<file path="config.mk">
export PLATFORM = sky130hd
export DESIGN_NAME = tone_seq_player
export DESIGN_NICKNAME = d
export VERILOG_FILES = /design/src/rtl/tone_seq_player.sv
export SDC_FILE = /design/constraint.sdc
export NUM_CORES = 1
export LEC_CHECK = 0
export ABC_AREA = 1
export BUFFER_PORTS_ARGS = -buffer_cell sky130_fd_sc_hd__buf_4
export CAP_MARGIN = 20
export CORE_MARGIN = 8
export CORE_UTILIZATION = 30
export CTS_BUF_LIST = sky130_fd_sc_hd__clkbuf_4
export DETAILED_ROUTE_END_ITERATION = 6
export SYNTH_ARGS = -nofsm -noshare
export SYNTH_HDL_FRONTEND = slang
export SYNTH_SLANG_ARGS = --single-unit
</file>
<file path="constraint.sdc">
create_clock -name clk -period 2 [get_ports clk]
set_input_delay 0.2 -clock clk [delete_from_list [all_inputs] [get_ports clk]]
set_output_delay 0.2 -clock clk [all_outputs]
set_load 0.005 [all_outputs]
</file>
<file path="src/rtl/tone_seq_player.sv">
// Chromatic square-wave note player: one note or rest per valid/ready command,
// played for a programmed number of milliseconds, with a done pulse at note end.
module tone_seq_player #(
    parameter int CLK_MHZ = 20,
    parameter int CNT_W   = 17,
    parameter int PRE_W   = 15,
    parameter int DUR_W   = 16
) (
    input  logic             clk,
    input  logic             rst_n,
    input  logic             in_valid,
    output logic             in_ready,
    input  logic [3:0]       note,
    input  logic [1:0]       octave,
    input  logic [DUR_W-1:0] dur_ms,
    input  logic             enable,
    output logic             speaker,
    output logic             busy,
    output logic             done
);

    typedef enum logic {IDLE, PLAY} state_t;

    localparam logic [PRE_W-1:0] PRE_LAST = PRE_W'(CLK_MHZ * 1000 - 1);

    state_t             state_q, state_d;
    logic [CNT_W-1:0]   cnt_q;
    logic [CNT_W-1:0]   limit_q;
    logic [PRE_W-1:0]   pre_q;
    logic [DUR_W-1:0]   rem_q;
    logic               rest_q;
    logic               tone_q;
    logic               done_q;
    logic               accept;
    logic               ms_tick;
    logic               note_end;

    // Octave-4 half period in microseconds, scaled to cycles and shifted up by octave.
    function automatic logic [CNT_W-1:0] calc_limit(input logic [3:0] n, input logic [1:0] o);
        int hp;
        case (n)
            4'd0:    hp = 1911;
            4'd1:    hp = 1804;
            4'd2:    hp = 1703;
            4'd3:    hp = 1607;
            4'd4:    hp = 1517;
            4'd5:    hp = 1432;
            4'd6:    hp = 1351;
            4'd7:    hp = 1276;
            4'd8:    hp = 1204;
            4'd9:    hp = 1136;
            4'd10:   hp = 1073;
            4'd11:   hp = 1012;
            default: hp = 1;
        endcase
        return CNT_W'((CLK_MHZ * hp) >> o);
    endfunction

    assign in_ready = (state_q == IDLE);
    assign busy     = (state_q == PLAY);
    assign done     = done_q;
    assign speaker  = enable & tone_q & busy;

    assign accept   = in_valid && (state_q == IDLE);
    assign ms_tick  = (pre_q == PRE_LAST);
    assign note_end = (state_q == PLAY) && ms_tick && (rem_q == DUR_W'(1));

    always_comb begin
        state_d = state_q;
        case (state_q)
            IDLE: if (accept && (dur_ms != '0)) state_d = PLAY;
            PLAY: if (note_end) state_d = IDLE;
            default: state_d = IDLE;
        endcase
    end

    always_ff @(posedge clk or negedge rst_n) begin
        if (!rst_n) begin
            state_q <= IDLE;
            done_q  <= 1'b0;
        end else begin
            state_q <= state_d;
            done_q  <= (accept && (dur_ms == '0)) || note_end;
        end
    end

    // Note parameters are latched at accept; only the counters and tone flop need reset.
    always_ff @(posedge clk) begin
        if (accept) begin
            limit_q <= calc_limit(note, octave);
            rest_q  <= (note >= 4'd12);
        end
    end

    always_ff @(posedge clk or negedge rst_n) begin
        if (!rst_n) begin
            cnt_q  <= '0;
            pre_q  <= '0;
            rem_q  <= '0;
            tone_q <= 1'b0;
        end else if (accept) begin
            cnt_q  <= '0;
            pre_q  <= '0;
            rem_q  <= dur_ms;
            tone_q <= 1'b0;
        end else if (state_q == PLAY) begin
            pre_q <= ms_tick ? '0 : pre_q + PRE_W'(1);
            if (ms_tick) rem_q <= rem_q - DUR_W'(1);
            if (note_end) begin
                cnt_q  <= '0;
                tone_q <= 1'b0;
            end else if (cnt_q == limit_q - CNT_W'(1)) begin
                cnt_q  <= '0;
                tone_q <= rest_q ? 1'b0 : ~tone_q;
            end else begin
                cnt_q <= cnt_q + CNT_W'(1);
            end
        end
    end

endmodule
</file>
==> results.md, run 1 <==
- Post-DP HPWL: 10200 µm
- Commonest cells post-synth: nand2_1, inv_1, nor2_1
- Switch share: 34.8%
- Worst endpoint required time: 2.17 ns
- CP endpoint kind: register
- Layout Skew: 0.0133 ns
- Distinct cells, synth: 50
- WHS: 0.0444 ns
- Slew of the pin with the lowest slew margin: 0.680 ns
- Post-route antenna net violation count: 0
- Total power: 3.79 mW
- 1st-iter DRT viols: 245
- Worst-path clk slew: 0.10 ns
- Area Growth Syn to Fin: 35.0%
- EDFF count, synth: 17
- CP arrival: 2.41 ns
- P_sw: 1.32 mW
- Starting Density: 30.7%
- Total gr overflow: 0
- Clock Power Share: 20.6%
- WL final: 13500 µm
- WS Path Type: primary input to register
- # IOs: 30
- Non-Filler Instances: 1077
- Sequential share of the synthesized area: 33.7%
- Gpl congestion: 0.849
- Hold violation count in the final report: 0
- Iteration count of the initial detailed-routing pass: 4
- Layout cell share with drive strength beyond 1: 32.2%
- Row Count: 48
- Die ar.: 0.0222 mm²
- Tcrit/Tclk final: 112%
- Vias in the first global route: 5092
- # DRC: 0
- Static leakage: 3.19 nW
- Status: finished with violations
- Combinational power share: 35.6%
- Final Max Slew Viols: 0
- CTS buffer count: 9
- Top cells by area, synth: dfrtp_1, nand2_1, edfxtp_1
- Violated checks: setup timing
- Unrepaired setup endpoints after global routing: yes
- Slew headroom: 54.7%
- First-pass GRT wire length: 23400 µm
- Fraction of registers with async set/reset: 75.0%
- Die H: 149 µm
- Vias: 5119
- Clock latency on the worst-skew pair: 0.43 ns
- Clock tree sinks: 68
- Port bufs: 29
- Syn Nets: 791
- WL/cell: 12.6 µm
- FF/Latch Area: 0.00179 mm²
- # setup viols final: 13
- Crit Path Max Fanout: 5
- Multi-input logic area: 0.00367 mm²
- Fin worst setup slack: -0.238 ns
- Share of the synthesized area in the top cell type: 24.0%
- Max Clk Rate: 0.447 GHz
- Die X: 149 µm
- Most frequent cell after synthesis: nand2_1
- Internal Power: 2.47 mW
- Worst hold path type: primary input to register
- Mapped Cells: 735
- Largest net degree at the start of global routing: 52
- Clock Root Buffer: clkbuf_4
- Tot GR Track Use: 12.7%
- Seq cells post-synth: 68
- Fill count: 1766
- CP Launch Type: primary input
- Synth area leader: dfrtp_1
- Core ar.: 0.0173 mm²
- Sequential Power Share: 43.8%
- Routed vias/inst: 4.75
- Worst-case vdd ir drop: 0.241 mV
- Mapped cell area: 0.00531 mm²
- H-tree depth reported by CTS: 3
- Synth Warn #: 0
- Dpl cells: 1043
- CTS max path bufs: 2
- Initial antenna violation count: 1
- Max Cap Viol: 0
- Final min period: 2.24 ns
- Nets@finish: 903
- CTS tree: yes
- Primary FF master, synth: dfrtp_1
- Power Density: 529 mW/mm²
- Synthesized area per cell: 7.22 µm²
power by group through the flow:
| stage | Clock [mW] | Sequential, mW | Combinational [mW] |
|---|---|---|---|
| after floorplan | 0 | 1.63 | 0.832 |
| after global placement | 0 | 1.68 | 1.15 |
| after detailed placement | 0 | 1.68 | 1.16 |
| after CTS | 0.821 | 1.65 | 1.29 |
| after global routing | 0.892 | 1.68 | 1.53 |
| final | 0.781 | 1.66 | 1.35 |
worst max-delay path, stage by stage:
cell and delay [ns]:
buf_12 0.11, inv_12 0.04, ha_4 0.26, inv_4 0.04, nand2_2 0.09, nand2_2 0.11
ha_4 0.18, ha_4 0.16, fa_2 0.34, nand3_2 0.08, nand2_2 0.05, nand2_1 0.05
nand2_1 0.05, nand2_1 0.06, nand2_2 0.08, a21boi_2 0.14, or2_4 0.15, nand3_2 0.08
nand3_2 0.08, o21ai_1 0.06
sequential cells by signal, indices dropped and copies added, names as in the netlist:
register  cells
tone_q        1
cnt_q        17
pre_q        15
rem_q        16
rest_q        1
done          1
busy          1
limit_q      16
per-stage QoR:
stage               TNS [ns]  setup WS (ns)  utilization [%]  cell area (µm²)
floorplan              -4.42         -0.543                -             5460
global placement      -10.33         -0.866             37.1             6420
detailed placement    -10.75         -0.883             37.1             6420
CTS                    -2.81         -0.168             40.1             6930
global route           -5.80         -0.327             41.4             7170
finish                 -2.05         -0.238             41.4             7170
kinds of logic after synthesis:
| family | after synthesis | share of synthesized area, % |
|---|---|---|
| simple gates | 363 | 30.3 |
| compound gates | 135 | 15.2 |
| buf+inv | 106 | 7.90 |
| flops | 68 | 33.7 |
| fa+ha+maj | 30 | 7.21 |
| xor+xnor | 29 | 4.93 |
| mux | 4 | 0.778 |
final cells by class:
| cell class | count | area share [%] |
|---|---|---|
| diodes | 1 | 0.0349 |
| clock buffers | 13 | 1.36 |
| clock inverters | 2 | 0.175 |
| inverters | 90 | 5.05 |
| multi-input cells | 561 | 51.3 |
| flip-flops and latches | 68 | 24.9 |
| well taps | 225 | 3.93 |
| repair buffers | 117 | 13.3 |
final timing paths:
kind	startpoint	end	slack, ns	depth (start not counted)
max	note[0]	limit_q[13]$_DFFE_PP_	-0.24	20
min	dur_ms[1]	rem_q[1]$_DFFE_PN0P_	0.04	3
max reg2reg	limit_q[5]$_DFFE_PP_	cnt_q[14]$_DFFE_PN0P_	-0.07	13
min reg2reg	rem_q[5]$_DFFE_PN0P_	rem_q[5]$_DFFE_PN0P_	0.53	2
max in group asynchronous	rst_n	rem_q[15]$_DFFE_PN0P_	1.20	2
min in group asynchronous	rst_n	pre_q[8]$_DFFE_PN0P_	0.35	2
routing by layer:
layer  GRT usage, %  vias up  part of all wire, %
met4           3.63        0                  1.1
met5              0        -                    0
met3           2.82       14                  3.0
met1           16.0     2359                   47
li1               -     2692                    -
met2           21.2       54                   49
layout by cell type, fill, tap and decap left out, drive strengths merged, types with 2 or more instances in the layout:
master / count
nand2: 174
buf: 116
nor2: 91
inv: 88
o21ai: 66
dfrtp: 51
nand3: 51
a21oi: 31
ha: 29
xor2: 23
nand4: 18
edfxtp: 17
nor3: 17
clkbuf: 13
o22ai: 10
o211ai: 6
xnor2: 6
a21boi: 4
a21o: 4
nor4: 4
o31ai: 4
o221ai: 3
mux2i: 3
or4: 3
clkinv: 3
o21bai: 2
nand3b: 2
or2: 2
what timing repair did:
action / CTS / global route
hold endpoints to repair: 51 / 0
gates resized for setup: 68 / 62
setup endpoints to repair: 29 / 40
gates cloned: 2 / 0
pin swaps: 34 / 31
hold buffers: 1 / 0
setup buffers: 6 / 11
Note: power is estimated with default switching activity, not from simulation.
==> run 2, diff against run 1 <==
--- a/config.mk
+++ b/config.mk
@@ -8,7 +8,7 @@
 export ABC_AREA = 1
 export BUFFER_PORTS_ARGS = -buffer_cell sky130_fd_sc_hd__buf_4
 export CAP_MARGIN = 20
-export CORE_MARGIN = 8
+export CORE_MARGIN = 4
 export CORE_UTILIZATION = 30
 export CTS_BUF_LIST = sky130_fd_sc_hd__clkbuf_4
 export DETAILED_ROUTE_END_ITERATION = 6
==> results.md, run 2 (same netlist as run 1, synthesis figures left out) <==
- Status: finished with violations
- Violated checks: setup timing
- Largest net degree at the start of global routing: 52 (unchanged)
- Gpl congestion: 0.857 (+1.0%)
- Hold_sp: dur_ms[10]
- FF/Latch Area: 0.00179 mm² (unchanged)
- Die X: 141 µm (-5.4%)
- Starting Density: 30.7% (unchanged)
- Worst-case vdd ir drop: 0.284 mV (+18%)
- Row Count: 48 (unchanged)
- Max Cap Viol: 0 (unchanged)
- Unrepaired setup endpoints after global routing: yes
- Post-DP HPWL: 10100 µm (-1.1%)
- Fin worst setup slack: -0.286 ns (-0.0483 ns)
- Fill count: 1711 (-3.1%)
- WL final: 13800 µm (+1.7%)
- Clock Root Buffer: clkbuf_4
- Final min period: 2.29 ns (+0.0483 ns)
- CP endpoint kind: register
- Post-route antenna net violation count: 0 (unchanged)
- Max Clk Rate: 0.437 GHz (-2.1%)
- Total gr overflow: 0 (unchanged)
- Number of flip-flops in the largest register: 17 (unchanged)
- Slew headroom: 55.5% (+0.81 points)
- Slew of the pin with the lowest slew margin: 0.668 ns (-0.0122 ns)
- CP Launch Point: note[0]
- CTS tree: yes
- Tcrit/Tclk final: 114% (+2.4 points)
- Leading cell type in the layout, fill and taps excluded: nand2_1
- WHS: 0.0436 ns (-0.000758 ns)
- Nets@finish: 903 (unchanged)
- Layout Skew: 0.0233 ns (+0.0100 ns)
- # DRC: 0 (unchanged)
- Static leakage: 3.21 nW (+0.60%)
- Worst hold path type: primary input to register
- 1st-iter DRT viols: 319 (+30%)
- Max incr delay on CP: 0.34 ns (about the same)
- Reg2reg start: limit_q[0]$_SDFFCE_PN0P_
- Routed vias/inst: 4.80 (+1.0%)
- CTS buffer count: 9 (unchanged)
- # setup viols final: 27 (+14)
- First-pass GRT wire length: 23700 µm (+1.2%)
- CP arrival: 2.46 ns (+0.05 ns)
- Top delay family on crit path: simple AND/OR/NAND/NOR gates
- Port bufs: 29 (unchanged)
- Buffers and inverters on the worst path: 2 (-1)
- Dpl cells: 1041 (-0.19%)
- Worst endpoint required time: 2.17 ns (about the same)
- WS Path Type: primary input to register
- Iteration count of the initial detailed-routing pass: 5 (+1)
- Worst slack, placed: -0.952 ns (-0.0687 ns)
- Initial antenna violation count: 1 (unchanged)
- Crit-path slowest cell: fa_2
- WL/cell: 12.8 µm (+1.6%)
- Die H: 141 µm (-5.4%)
- Commonest non-fill, non-tap cells in the layout: nand2_1, buf_4, inv_1
- Die ar.: 0.0199 mm² (-10%)
- Final Max Slew Viols: 0 (unchanged)
- Hold violation count in the final report: 0 (unchanged)
- Layout cell share with drive strength beyond 1: 32.7% (+0.55 points)
- Multi-input logic area: 0.00376 mm² (+2.5%)
- Critical path cell sequence: buf_12, inv_12, ha_4, nor2_4, nor3_4, ha_4, ha_4, fa_2, nand3_2, nand2_2, nand2_2, nand2_1, nand2_1, nand2_2, a21boi_2, or2_4, nand3_2, nand3_2, o21ai_2
- CTS max path bufs: 2 (unchanged)
- # IOs: 30 (unchanged)
- Non-Filler Instances: 1078 (+0.093%)
- Top Registers: cnt_q x17, limit_q x16, rem_q x16
- Core ar.: 0.0173 mm² (unchanged)
- Tot GR Track Use: 14.3% (+1.6 points)
- Vias in the first global route: 5086 (-0.12%)
- CP Launch Type: primary input
- Worst-path clk slew: 0.12 ns (+0.02 ns)
- Largest reg by FF count: cnt_q
- Vias: 5177 (+1.1%)
- Area Growth Syn to Fin: 37.9%
- Power Density: 553 mW/mm² (+4.6%)
- Clock latency on the worst-skew pair: 0.44 ns (about the same)
- Clock tree sinks: 68 (unchanged)
- Total power: 4.05 mW (+6.8%)
- H-tree depth reported by CTS: 3 (unchanged)
- Setup_tns: -2.43 ns (-0.377 ns)
- Crit Path Max Fanout: 5 (unchanged)
run 2: cell types whose count changed in the layout (fill, tap and decap cells not counted), moves of 3 or more:
cell      change
ha_1          -6
inv_2         -5
buf_4         -4
clkbuf_4      -4
ha_4          +4
inv_1         +4
nand2_1       -3
nor2_1        +3
run 2: tightest hold or removal path, delay by kind of cell:
family	cells	cell delay, ns
compound gates	2	0.16
buf+inv	1	0.08
run 2: repair_timing:
action                     CTS  global route
pin swaps                   43            33
hold endpoints to repair    52             0
gates resized for setup     94            50
hold buffers                 2             0
buffers inserted             5            12
gates cloned                 1             0
setup endpoints to repair   31            47
run 2: per-layer routing:
| metal | GRT usage, % | part of all wire (%) |
|---|---|---|
| met4 | 4.39 | 1.5 |
| met1 | 18.5 | 46 |
| met5 | 0 | 0 |
| met2 | 24.2 | 50 |
| met3 | 2.44 | 3.2 |
run 2: cell type report:
type                            count  share of cell area (%)
Clock inverter                      7                   0.889
Tap cell                          225                    3.85
Inverter                           90                    4.99
Multi-Input combinational cell    561                    51.4
Sequential cell                    68                    24.4
Timing Repair Buffer              117                    13.5
Antenna cell                        1                  0.0342
Clock buffer                        9                   0.923
run 2: path summary, 6_finish.rpt:
check | endpoint | slack [ns] | cells after the start
max | limit_q[12]$_DFFE_PP_ | -0.29 | 19
min | rem_q[10]$_DFFE_PN0P_ | 0.04 | 3
max reg2reg | cnt_q[14]$_DFFE_PN0P_ | -0.03 | 14
min reg2reg | rem_q[5]$_DFFE_PN0P_ | 0.54 | 2
max in group asynchronous | rem_q[9]$_DFFE_PN0P_ | 1.22 | 2
min in group asynchronous | pre_q[8]$_DFFE_PN0P_ | 0.33 | 2
run 2: metrics by stage:
step,area (µm²),utilization (%)
2_1_floorplan,5460,-
3_3_place_gp,6400,37.0
3_5_place_dp,6400,37.0
4_1_cts,7010,40.6
5_1_grt,7320,42.3
6_report,7320,42.3
run 2: report_power, final:
group,internal [mW],switching (mW),total (mW)
logic,0.714,0.794,1.51
clock network,0.375,0.521,0.896
registers,1.54,0.106,1.64
total,2.62,1.42,4.05
==> run 3, diff against run 2 <==
--- a/config.mk
+++ b/config.mk
@@ -12,6 +12,7 @@
 export CORE_UTILIZATION = 30
 export CTS_BUF_LIST = sky130_fd_sc_hd__clkbuf_4
 export DETAILED_ROUTE_END_ITERATION = 6
+export SKIP_LAST_GASP = 1
 export SYNTH_ARGS = -nofsm -noshare
 export SYNTH_HDL_FRONTEND = slang
 export SYNTH_SLANG_ARGS = --single-unit
==> results.md, run 3 (same netlist as run 1, synthesis figures left out) <==
- Status: finished with violations
- Violated checks: setup timing
- Max Clk Rate: 0.437 GHz (about the same)
- Area Growth Syn to Fin: 37.6%
- Vias: 5135 (-0.81%)
- Top Registers: cnt_q x17, limit_q x16, rem_q x16
- Fill count: 1711 (unchanged)
- H-tree depth reported by CTS: 3 (unchanged)
- Worst endpoint required time: 2.18 ns (about the same)
- Hold Path Depth: 3 (unchanged)
- Number of flip-flops in the largest register: 17 (unchanged)
- Crit Path Max Fanout: 5 (unchanged)
- Final min period: 2.29 ns (+0.0000660 ns)
- Clock Root Buffer: clkbuf_4
- WL/cell: 12.7 µm (-0.18%)
- Clock tree sinks: 68 (unchanged)
- Die X: 141 µm (unchanged)
- # IOs: 30 (unchanged)
- CTS tree: yes
- CTS buffer count: 9 (unchanged)
- Reg2Reg Setup Slack: -0.03 ns (about the same)
- Die H: 141 µm (unchanged)
- CP arrival: 2.47 ns (about the same)
- Vias in the first global route: 5088 (+0.039%)
- CP endpoint kind: register
- FF/Latch Area: 0.00179 mm² (unchanged)
- Largest reg by FF count: cnt_q
- Worst-path clk slew: 0.12 ns (about the same)
- WHS: 0.0437 ns (+0.0000581 ns)
- Post-route antenna net violation count: 0 (unchanged)
- Hold violation count in the final report: 0 (unchanged)
- Worst-case vdd ir drop: 0.285 mV (+0.37%)
- Worst hold path type: primary input to register
- # DRC: 0 (unchanged)
- Worst slack, placed: -0.952 ns (unchanged)
- Die ar.: 0.0199 mm² (unchanged)
- First-pass GRT wire length: 23700 µm (about the same)
- Initial antenna violation count: 1 (unchanged)
- Setup_tns: -2.48 ns (-0.0512 ns)
- Fin worst setup slack: -0.286 ns (-0.0000660 ns)
- Row Count: 48 (unchanged)
- Post-DP HPWL: 10100 µm (unchanged)
- Iteration count of the initial detailed-routing pass: 5 (unchanged)
- Multi-input logic area: 0.00375 mm² (-0.40%)
- Total gr overflow: 0 (unchanged)
- WS Path Type: primary input to register
- Port bufs: 29 (unchanged)
- Nets@finish: 903 (unchanged)
- Final Max Slew Viols: 0 (unchanged)
- Worst Hold Path EP: rem_q[10]$_DFFE_PN0P_
- Final Cell Area: 0.00731 mm² (-0.21%)
- Worst R2R End: tone_q$_DFFE_PN0P_
- Commonest non-fill, non-tap cells in the layout: nand2_1, buf_4, inv_1
- Unrepaired setup endpoints after global routing: yes
- Starting Density: 30.7% (unchanged)
- CTS max path bufs: 2 (unchanged)
- Slew headroom: 55.7% (+0.24 points)
- Static leakage: 3.21 nW (about the same)
- Layout cell share with drive strength beyond 1: 32.2% (-0.59 points)
- Leading cell type in the layout, fill and taps excluded: nand2_1
- Power Density: 554 mW/mm² (+0.16%)
- Routed vias/inst: 4.76 (-0.81%)
- Clock latency on the worst-skew pair: 0.43 ns (about the same)
- Post-DP Area: 0.00640 mm² (unchanged)
- # setup viols final: 27 (unchanged)
- Slew of the pin with the lowest slew margin: 0.664 ns (-0.00367 ns)
- Largest net degree at the start of global routing: 52 (unchanged)
- Tcrit/Tclk final: 114% (about the same)
- Hold_sp: dur_ms[10]
- Layout Skew: 0.0231 ns (-0.000170 ns)
- WL final: 13700 µm (-0.18%)
- Reg2reg start: limit_q[0]$_SDFFCE_PN0P_
- CP Launch Type: primary input
- Max Cap Viol: 0 (unchanged)
- Core ar.: 0.0173 mm² (unchanged)
- Gpl congestion: 0.857 (unchanged)
- 1st-iter DRT viols: 308 (-3.4%)
- FF-to-FF path depth: 15 (+1)
- Tot GR Track Use: 14.2% (about the same)
-- run 3: cell counts in the layout (fill, tap and decap cells not counted) --
No cell type changed its count.
-- run 3: metal layers --
layer	up-vias	routed length, µm	track usage (%)
li1	2680	-	-
met1	2362	6310	18.6
met2	75	6820	24.2
met3	18	402	2.44
met4	0	208	4.39
met5	-	0	0
-- run 3: how the worst max path moves through the flow --
stage | from | to | slack (ns)
after floorplan | note[0] | limit_q[13]$_DFFE_PP_ | -0.54
after global placement | note[0] | limit_q[12]$_DFFE_PP_ | -0.84
after detailed placement | note[0] | limit_q[12]$_DFFE_PP_ | -0.95
after CTS | note[1] | limit_q[12]$_DFFE_PP_ | -0.22
after global routing | note[0] | limit_q[13]$_DFFE_PP_ | -0.39
final | note[0] | limit_q[10]$_DFFE_PP_ | -0.29
-- run 3: cell type report --
cell class / instances / area share (%)
inverter: 90 / 5.00
multi-input combinational: 561 / 51.3
tap: 225 / 3.85
timing repair buffer: 117 / 13.5
clock buffer: 9 / 0.925
sequential: 68 / 24.5
clock inverter: 7 / 0.891
antenna: 1 / 0.0343
-- run 3: worst max-delay path: stages --
cell and delay (ns):
buf_12 0.12, inv_12 0.06, ha_4 0.15, nor2_4 0.04
nor3_4 0.24, ha_4 0.24, ha_4 0.16, fa_2 0.34
nand3_2 0.07, nand2_2 0.06, nand2_2 0.06, nand2_1 0.04
nand2_1 0.06, nand2_2 0.07, a21boi_2 0.15, or2_4 0.15
nand3_2 0.08, nand3_1 0.10, o21ai_1 0.06
-- run 3: timing repair --
item,in CTS,in global routing
gates cloned,1,0
buffers inserted,5,12
pin swaps,43,34
endpoints found under the setup margin,31,47
hold buffers,2,0
resized for setup,92,47
endpoints found under the hold margin,52,0
-- run 3: where the power goes --
part | total (mW) | switching (mW) | internal, mW
registers | 1.64 | 0.106 | 1.54
clock network | 0.896 | 0.520 | 0.375
logic | 1.51 | 0.794 | 0.714
-- run 3: through the flow --
stage / util (%) / cells / total power, mW
after floorplan: - / 735 / 2.46
after global placement: 37.0 / 1041 / 2.86
after detailed placement: 37.0 / 1041 / 2.87
after CTS: 40.5 / 1065 / 3.97
after global routing: 42.2 / 1078 / 4.32
final: 42.2 / 1078 / 4.04
